`config.mk`:
```
export PLATFORM = sky130hd
export DESIGN_NAME = cpu_fetch
export DESIGN_NICKNAME = d
export VERILOG_FILES = /design/src/rtl/cpu_pkg.sv /design/src/rtl/fetch_pc_reg.sv /design/src/rtl/cpu_fetch.sv
export SDC_FILE = /design/constraint.sdc
export NUM_CORES = 1
export LEC_CHECK = 0
export CAP_MARGIN = 20
export CORE_MARGIN = 3
export CORE_UTILIZATION = 47
export DETAILED_ROUTE_END_ITERATION = 7
export PLACE_DENSITY = 0.77
export SLEW_MARGIN = 20
export SYNTH_ARGS = -nofsm -noshare
export SYNTH_HDL_FRONTEND = slang
export SYNTH_SLANG_ARGS = --single-unit
```
`constraint.sdc`:
```
create_clock -name clk -period 2.5 [get_ports clk]
set_input_delay 0.5 -clock clk [delete_from_list [all_inputs] [get_ports clk]]
set_output_delay 0.5 -clock clk [all_outputs]
set_load 0.1 [all_outputs]
```
`src/rtl/cpu_pkg.sv`:
```
// Shared fetch/decode definitions: fetch FSM states, opcode constants and
// the instruction-length table used by both fetch and decode.
package cpu_pkg;

  typedef enum logic [2:0] {
    ST_VEC_LO,
    ST_VEC_HI,
    ST_VEC_LD,
    ST_OP,
    ST_OPC,
    ST_LO,
    ST_HI,
    ST_VALID
  } fetch_state_e;

  // two-byte opcodes
  localparam logic [7:0] OP_LDA_IMM = 8'hA9;
  localparam logic [7:0] OP_LDA_ZP  = 8'hA5;
  localparam logic [7:0] OP_LDX_IMM = 8'hA2;
  localparam logic [7:0] OP_LDY_IMM = 8'hA0;
  localparam logic [7:0] OP_STA_ZP  = 8'h85;
  localparam logic [7:0] OP_ADC_IMM = 8'h69;
  localparam logic [7:0] OP_SBC_IMM = 8'hE9;
  localparam logic [7:0] OP_AND_IMM = 8'h29;
  localparam logic [7:0] OP_ORA_IMM = 8'h09;
  localparam logic [7:0] OP_EOR_IMM = 8'h49;
  localparam logic [7:0] OP_CMP_IMM = 8'hC9;
  localparam logic [7:0] OP_BPL     = 8'h10;
  localparam logic [7:0] OP_BMI     = 8'h30;
  localparam logic [7:0] OP_BVC     = 8'h50;
  localparam logic [7:0] OP_BVS     = 8'h70;
  localparam logic [7:0] OP_BCC     = 8'h90;
  localparam logic [7:0] OP_BCS     = 8'hB0;
  localparam logic [7:0] OP_BNE     = 8'hD0;
  localparam logic [7:0] OP_BEQ     = 8'hF0;
  // three-byte opcodes
  localparam logic [7:0] OP_LDA_ABS = 8'hAD;
  localparam logic [7:0] OP_STA_ABS = 8'h8D;
  localparam logic [7:0] OP_JMP     = 8'h4C;
  localparam logic [7:0] OP_JSR     = 8'h20;
  // one-byte
  localparam logic [7:0] OP_NOP     = 8'hEA;

  // Unknown opcodes fall to length 1 and execute as NOP.
  function automatic logic [1:0] instr_len(input logic [7:0] opcode);
    case (opcode)
      OP_LDA_IMM, OP_LDA_ZP, OP_LDX_IMM, OP_LDY_IMM, OP_STA_ZP,
      OP_ADC_IMM, OP_SBC_IMM, OP_AND_IMM, OP_ORA_IMM, OP_EOR_IMM,
      OP_CMP_IMM, OP_BPL, OP_BMI, OP_BVC, OP_BVS, OP_BCC, OP_BCS,
      OP_BNE, OP_BEQ:                              return 2'd2;
      OP_LDA_ABS, OP_STA_ABS, OP_JMP, OP_JSR:      return 2'd3;
      default:                                     return 2'd1;
    endcase
  endfunction

endpackage

```
`src/rtl/fetch_pc_reg.sv`:
```
// 16-bit program counter: load wins over advance, advance adds the
// instruction length modulo 2^16.
module fetch_pc_reg (
  input  logic        clk,
  input  logic        rst,
  input  logic        load,
  input  logic [15:0] load_pc,
  input  logic        adv,
  input  logic [1:0]  adv_len,
  output logic [15:0] pc
);

  // PC update: reset, then load, then advance
  always_ff @(posedge clk) begin
    if (rst)       pc <= 16'h0000;
    else if (load) pc <= load_pc;
    else if (adv)  pc <= pc + {14'b0, adv_len};
  end

endmodule

```
`src/rtl/cpu_fetch.sv`:
```
// Instruction fetch: reads the reset vector, then fetches opcode and operand
// bytes and hands one whole instruction per valid/ready transfer downstream.
module cpu_fetch
  import cpu_pkg::*;
#(
  parameter logic [15:0] RESET_VECTOR = 16'hFFFC
) (
  input  logic        clk,
  input  logic        rst,
  output logic [15:0] mem_addr,
  output logic        mem_rd,
  input  logic [7:0]  mem_rdata,
  input  logic        redirect,
  input  logic [15:0] redirect_pc,
  output logic        out_valid,
  input  logic        out_ready,
  output logic [7:0]  out_opcode,
  output logic [15:0] out_operand,
  output logic [1:0]  out_len,
  output logic [15:0] out_pc
);

  fetch_state_e state, state_nxt;
  logic [15:0]  pc;
  logic [7:0]   vec_lo;
  logic [1:0]   op_len;
  logic         redir_ok;
  logic         xfer;
  logic         pc_load;
  logic [15:0]  pc_load_val;

  // Redirects only take effect once the vector has been loaded.
  assign redir_ok    = redirect && (state != ST_VEC_LO) && (state != ST_VEC_HI)
                       && (state != ST_VEC_LD);
  assign xfer        = (state == ST_VALID) && out_ready;
  assign pc_load     = redir_ok || (state == ST_VEC_LD);
  assign pc_load_val = (state == ST_VEC_LD) ? {mem_rdata, vec_lo} : redirect_pc;

  fetch_pc_reg u_pc (
    .clk     (clk),
    .rst     (rst),
    .load    (pc_load),
    .load_pc (pc_load_val),
    .adv     (xfer),
    .adv_len (out_len),
    .pc      (pc)
  );

  // Next state and memory read issue; reads are gated off during reset
  always_comb begin
    state_nxt = state;
    mem_rd    = 1'b0;
    mem_addr  = 16'h0000;
    op_len    = instr_len(mem_rdata);
    case (state)
      ST_VEC_LO: begin
        mem_rd    = 1'b1;
        mem_addr  = RESET_VECTOR;
        state_nxt = ST_VEC_HI;
      end
      ST_VEC_HI: begin
        mem_rd    = 1'b1;
        mem_addr  = RESET_VECTOR + 16'd1;
        state_nxt = ST_VEC_LD;
      end
      ST_VEC_LD: state_nxt = ST_OP;
      ST_OP: begin
        mem_rd    = 1'b1;
        mem_addr  = pc;
        state_nxt = ST_OPC;
      end
      ST_OPC: begin
        // length is decoded straight off the returning opcode byte
        if (op_len != 2'd1) begin
          mem_rd   = 1'b1;
          mem_addr = pc + 16'd1;
        end
        state_nxt = (op_len == 2'd1) ? ST_VALID : ST_LO;
      end
      ST_LO: begin
        if (out_len == 2'd3) begin
          mem_rd   = 1'b1;
          mem_addr = pc + 16'd2;
        end
        state_nxt = (out_len == 2'd2) ? ST_VALID : ST_HI;
      end
      ST_HI:    state_nxt = ST_VALID;
      ST_VALID: if (out_ready) state_nxt = ST_OP;
      default:  state_nxt = ST_VEC_LO;
    endcase
    if (redir_ok) state_nxt = ST_OP;
    if (rst) begin
      mem_rd   = 1'b0;
      mem_addr = 16'h0000;
    end
  end

  // State, vector byte and registered instruction outputs
  always_ff @(posedge clk) begin
    if (rst) begin
      state       <= ST_VEC_LO;
      vec_lo      <= 8'h00;
      out_valid   <= 1'b0;
      out_opcode  <= 8'h00;
      out_operand <= 16'h0000;
      out_len     <= 2'd1;
      out_pc      <= 16'h0000;
    end else begin
      state     <= state_nxt;
      out_valid <= (state_nxt == ST_VALID);
      if (state == ST_VEC_HI) vec_lo <= mem_rdata;
      // a redirect discards whatever byte is returning this cycle
      if (!redir_ok) begin
        case (state)
          ST_OPC: begin
            out_opcode  <= mem_rdata;
            out_len     <= op_len;
            out_operand <= 16'h0000;
            out_pc      <= pc;
          end
          ST_LO:   out_operand[7:0]  <= mem_rdata;
          ST_HI:   out_operand[15:8] <= mem_rdata;
          default: ;
        endcase
      end
    end
  end

endmodule

```
* After elaboration in Yosys (flattened, before gate mapping)
Index checks and enable logic that the tools add are counted.
** Storage, ports and cells
- Flip-flop bits (word level) :: 70
- Logic and storage cells :: 85
- Output and inout bits :: 60
** Cells by class
- Muxes and demuxes :: 19
- Reduce and logical (&&, ||, !) cells :: 16
- Add/sub/neg operators :: 3
- Bitwise operators :: 1
- Equality and inequality tests :: 37
** Operator list (number)
- 8-bit equality test (second input constant) :: 13
- 16-bit 2-to-1 mux :: 6
- 16-bit one-hot mux with 5 select lines :: 1
- 8-bit by 7-bit equality test with 1-bit output (second input constant) :: 5
- 8-bit one-hot mux with 2 select lines :: 2
- 8-bit by 6-bit equality test with 1-bit output (second input constant) :: 3
- 3-bit one-hot mux with 8 select lines :: 1
- 19-bit OR reduction :: 1
- 16-bit by 1-bit adder with 16-bit output (second input constant) :: 1
- 16-bit by 2-bit adder with 16-bit output :: 1
- 16-bit by 2-bit adder with 16-bit output (second input constant) :: 1
- 3-bit equality test (second input constant) :: 5
- 8-bit by 4-bit equality test with 1-bit output (second input constant) :: 1
- 8-bit by 5-bit equality test with 1-bit output (second input constant) :: 1
- 3-bit by 2-bit equality test with 1-bit output (second input constant) :: 2
- 3-bit 2-to-1 mux :: 2
- 2-bit AND reduction :: 3
- 2-bit nonzero test :: 3
- 2-bit equality test (second input constant) :: 2
- 1-bit logical AND :: 4
- 1-bit 2-to-1 mux :: 4
- 2-bit one-hot mux with 2 select lines :: 1
- 4-bit OR reduction :: 1
- 3-bit by 1-bit equality test with 1-bit output (second input constant) :: 1
- 11 further kinds :: 11

* Depth between registers and ports, before layout
- Depth after elaboration :: 8
- Depth in mapped cells :: 8
- Depth with buffers taken out :: 8

* By module
Synthesis repeated with hierarchy kept, for this count alone.
** Second synthesis, totals
- Cells, all modules :: 569
- Area total of the unflattened synthesis :: 4250.3 µm²
** By module, submodules not included
- cpu_fetch :: seq. area each 1081.0 µm², times used 1, cells an instance 446, area each 3228.1 µm²
- fetch_pc_reg :: seq. area each 320.3 µm², times used 1, cells an instance 123, area each 1022.2 µm²

* Worst setup path after synthesis
No wires, ideal clock.
- Path type :: input to output
- Start :: input mem_rdata[7]
- End :: output mem_rd
- Path slack :: -1.931 ns
- Data required time :: 2.000 ns
- Path buffers :: 1
- Arrival time :: 3.931 ns
- Stages on the path :: 6
- Path through :: buf_2 > or4b_1 > a2111o_1 > o31ai_4 > nor2_4 > o31ai_1
** Between the ends
- Cells in the longest elaborated chain, start to end :: 7
- Elaborated cells on any way between the ends :: 30
- Those cells by class :: eq/ne (24); mux (4); reduce/logical (2)
** RTL lines
- start: declaration :: line cpu_fetch.sv:12 : input logic [7:0] mem_rdata,
- 8-bit equality test (tied with other cells) :: line cpu_pkg.sv:46 : case (opcode)
- 19-bit OR reduction or 4-bit OR reduction (tied branches) :: line cpu_pkg.sv:46
- 2-bit one-hot mux with 2 select lines * :: line cpu_pkg.sv:46
- 2-bit by 1-bit != test with 1-bit output * :: line cpu_fetch.sv:74 : if (op_len != 2'd1) begin
- 1-bit 2-to-1 mux * :: line cpu_fetch.sv:74
- 1-bit one-hot mux with 3 select lines * :: line cpu_fetch.sv:55 : case (state)
- 1-bit 2-to-1 mux * :: line cpu_fetch.sv:92 : if (rst) begin
- end: declaration :: line cpu_fetch.sv:11 : output logic mem_rd,
Every way passes the cells marked *; elsewhere a longest branch is shown, timed or not.

* Worst setup path after layout
- Start :: input mem_rdata[3]
- End :: output mem_rd
The elaborated chain is that of the path after synthesis.

==> impl_metrics.py <==
metrics = {
    "setup_path": {
        "crit_chain": "buf_6, or4b_1, a2111o_1, o31ai_4, buf_4, buf_6, nor2_4, o31ai_4, buf_12",
        "crit_path_top_delay_cell": "or4b_1",
        "cp_slowest_stage_delay_ps": 510,
        "cp.required_ps": 2000,
        "endpoint_kind": "primary output",
        "crit_arrival_ps": 2380,
        "criticalPathCategory": "in -> out",
        "cp_max_fo": 4,
        "cp_top_family": "compound AO/OA/AOI/OAI gates",
        "path_buf_inv": 4,
        "start_kind": "input pin",
    },
    "clocking": {
        "cts_buffers": 9,
        "cts_max_level": 3,
        "holdBufCountCts": 0,
        "clk_latency_ps": 350,
        "cts_sinks": 70,
        "tritoncts": "done",
        "cts_buffer_depth": 2,
        "path_clk_slew_ps": 80,
        "clockRootBuffer": "clkbuf_8",
    },
    "sta": {
        "period_share_pct": 115,
        "whs_ps": 456,
        "finalSetupViolCount": 17,
        "fin_worst_skew_ps": 7.68,
        "tightest_slew_ps": 693,
        "hold_viol_final": 0,
        "rsz0062_at_grt": "true",
        "slew_viol_final": 0,
        "slew_headroom_pct": 53.8,
        "layout_setup_ws_ps": -378,
        "min_period_ps": 2880,
        "max_freq_mhz": 347,
    },
    "floorplanning": {
        "design.die.area_mm2": 0.0102,
        "rows": 34,
        "die_w_um": 101,
        "coreArea_mm2": 0.00876,
        "die_y_um": 101,
        "pin_count": 88,
        "start_util_pct": 48.4,
    },
    "yosys": {
        "syn_area_per_cell_um2": 7.59,
        "synth_edf_count": 0,
        "yosys_most_used_dff": "dfxtp_1",
        "syn-num-nets": 592,
        "synth-seq-cells": 70,
        "synth_cells": 559,
        "yosys_warnings": 0,
        "ys_seq_area_share_pct": 33.0,
        "ys_types": 65,
        "syn_area_mm2": 0.00424,
        "async_flop_share_pct": 0,
    },
    "global_route": {
        "first_global_vias": 4502,
        "grt_pass1_wl_mm": 22.9,
        "grt_max_degree": 66,
        "antenna_found_initial": 0,
        "grt.total_usage_pct": 28.3,
        "gr-total-overflow": 0,
    },
    "layout": {
        "drive_gt1_share_pct": 27.8,
        "fill_cells": 751,
        "fin_nets": 711,
        "antenna_cells": 0,
        "area_growth_pct": 44.3,
    },
    "outcome": {
        "violations": "setup timing",
        "outcome": "finished with violations",
    },
    "routing": {
        "final_antenna_net_count": 0,
        "viasPerCell": 6.15,
        "drt-total-wl_mm": 14.8,
        "dr.pass1.iters": 5,
        "wl_per_cell_um": 18.7,
        "drc_errors": 0,
        "vias": 4865,
        "drt_iter0_drc": 402,
    },
    "min_path": {
        "hold_path.class": "reg -> reg",
    },
    "flow_run": {
        "drv_cap": 0,
    },
    "power": {
        "p_total_uw": 3170,
        "ir_worst_vdd_v": 0.000341,
        "power.density_mw_per_mm2": 517,
        "p_leak_uw": 0.00224,
    },
    "placement": {
        "gp_routability_congestion": 0.961,
        "place_hpwl_mm": 10.8,
        "port_buffers": 87,
    },
}
## routing by layer
layer / routed length, um / GRT usage [%] / part of all wire, %
met5: 0 / 0 / 0
met1: 6190 / 37.7 / 42
met4: 243 / 6.24 / 1.6
met2: 7170 / 47.8 / 48
met3: 1190 / 4.78 / 8.1
## cell type report
type	instances	area, um2	share of cell area (%)
sequential	70	1410	23.0
timing repair buffer	163	1540	25.2
multi-input combinational	425	2780	45.4
tap	108	135	2.21
clock inverter	7	104	1.70
clock buffer	9	124	2.02
inverter	9	33.8	0.552
## cell usage in the layout (no fill, tap or decap), types with 10 or more instances in the layout
cell type,count
a32oi_1,11
a211oi_1,13
buf_12,19
dfxtp_1,67
a21oi_1,67
o22ai_4,14
o21ai_0,18
nand2_1,101
buf_4,114
nor3_1,10
nor2_1,24
clkdlybuf4s50_1,18
nand3_1,26
## worst paths after layout
path / from / to / slack (ps) / depth (start not counted)
min reg2reg: out_operand[4] / out_operand[4] / 460 / 2
max reg2reg: u_pc.pc[0] / u_pc.pc[8] / 130 / 9
min: out_operand[4] / out_operand[4] / 460 / 2
max: mem_rdata[3] / mem_rd / -380 / 9
## worst reg2reg max path, delay by kind of cell, from the launching register on
kind            cells  cell delay, ps
simple gates        3             700
fa+ha+maj           2             620
buf+inv             2             200
flops               1             430
compound gates      2             330
## cell usage after synthesis, types with 4 or more instances
| master | count | share of area (%) |
|---|---|---|
| a211oi_1 | 13 | 2.3 |
| a21o_1 | 6 | 1.1 |
| a21oi_1 | 67 | 7.9 |
| a22oi_1 | 6 | 1.1 |
| a32oi_1 | 11 | 2.3 |
| buf_1 | 5 | 0.44 |
| buf_2 | 11 | 1.3 |
| clkbuf_1 | 37 | 3.3 |
| dfxtp_1 | 70 | 33 |
| ha_1 | 4 | 1.2 |
| inv_1 | 7 | 0.62 |
| nand2_1 | 102 | 9.0 |
| nand3_1 | 26 | 3.1 |
| nand3b_1 | 5 | 0.89 |
| nand4_1 | 9 | 1.3 |
| nor2_1 | 24 | 2.1 |
| nor3_1 | 10 | 1.2 |
| nor4_1 | 6 | 0.89 |
| o21ai_0 | 18 | 2.1 |
| o21ai_1 | 11 | 1.3 |
| o22ai_1 | 5 | 0.74 |
| o22ai_2 | 10 | 2.9 |
| o311a_1 | 8 | 1.9 |
| o311ai_1 | 4 | 0.83 |
| o31ai_1 | 5 | 0.89 |
| o41ai_1 | 5 | 1.0 |
| or2_1 | 5 | 0.74 |
| xnor2_1 | 9 | 1.9 |
| xor2_1 | 5 | 1.0 |
## flip-flops by register name, summed over array words and instances, names as in the netlist
| register | count |
|---|---|
| state | 3 |
| out_opcode | 8 |
| out_len | 2 |
| u_pc.pc | 16 |
| out_valid | 1 |
| out_operand | 16 |
| vec_lo | 8 |
| out_pc | 16 |
## through the flow
step / instance area (um2) / cells / setup TNS, ps / setup slack [ps] / utilization, %
finish: 6120 / 791 / -6140 / -378 / 69.9
CTS: 6090 / 789 / -7600 / -499 / 69.4
global route: 6120 / 791 / -6910 / -433 / 69.9
global placement: 5800 / 770 / -12010 / -692 / 66.2
detailed placement: 5800 / 770 / -12420 / -734 / 66.2
floorplan: 4430 / 559 / -8840 / -600 / -
## kinds of logic after synthesis
family / synth area share (%)
adders and majority gates: 1.65
and+or+nand+nor: 24.5
AOI/OAI and AO/OA: 31.6
xor gates and xnor gates: 2.89
buffers and inverters: 6.34
DFF: 33.0
## power by group
group / internal [uW] / switching (uW) / total (uW)
clock: 578 / 497 / 1080
combinational: 351 / 588 / 939
sequential: 1140 / 17.3 / 1150
## timing repair
action	CTS	global route
hold endpoints to repair	0	0
endpoints found under the setup margin	17	19
cloned	1	0
buffers inserted	2	3
pin swaps	11	5
gates resized for setup	27	8
No activity file was read; power rests on OpenSTA's default activity.
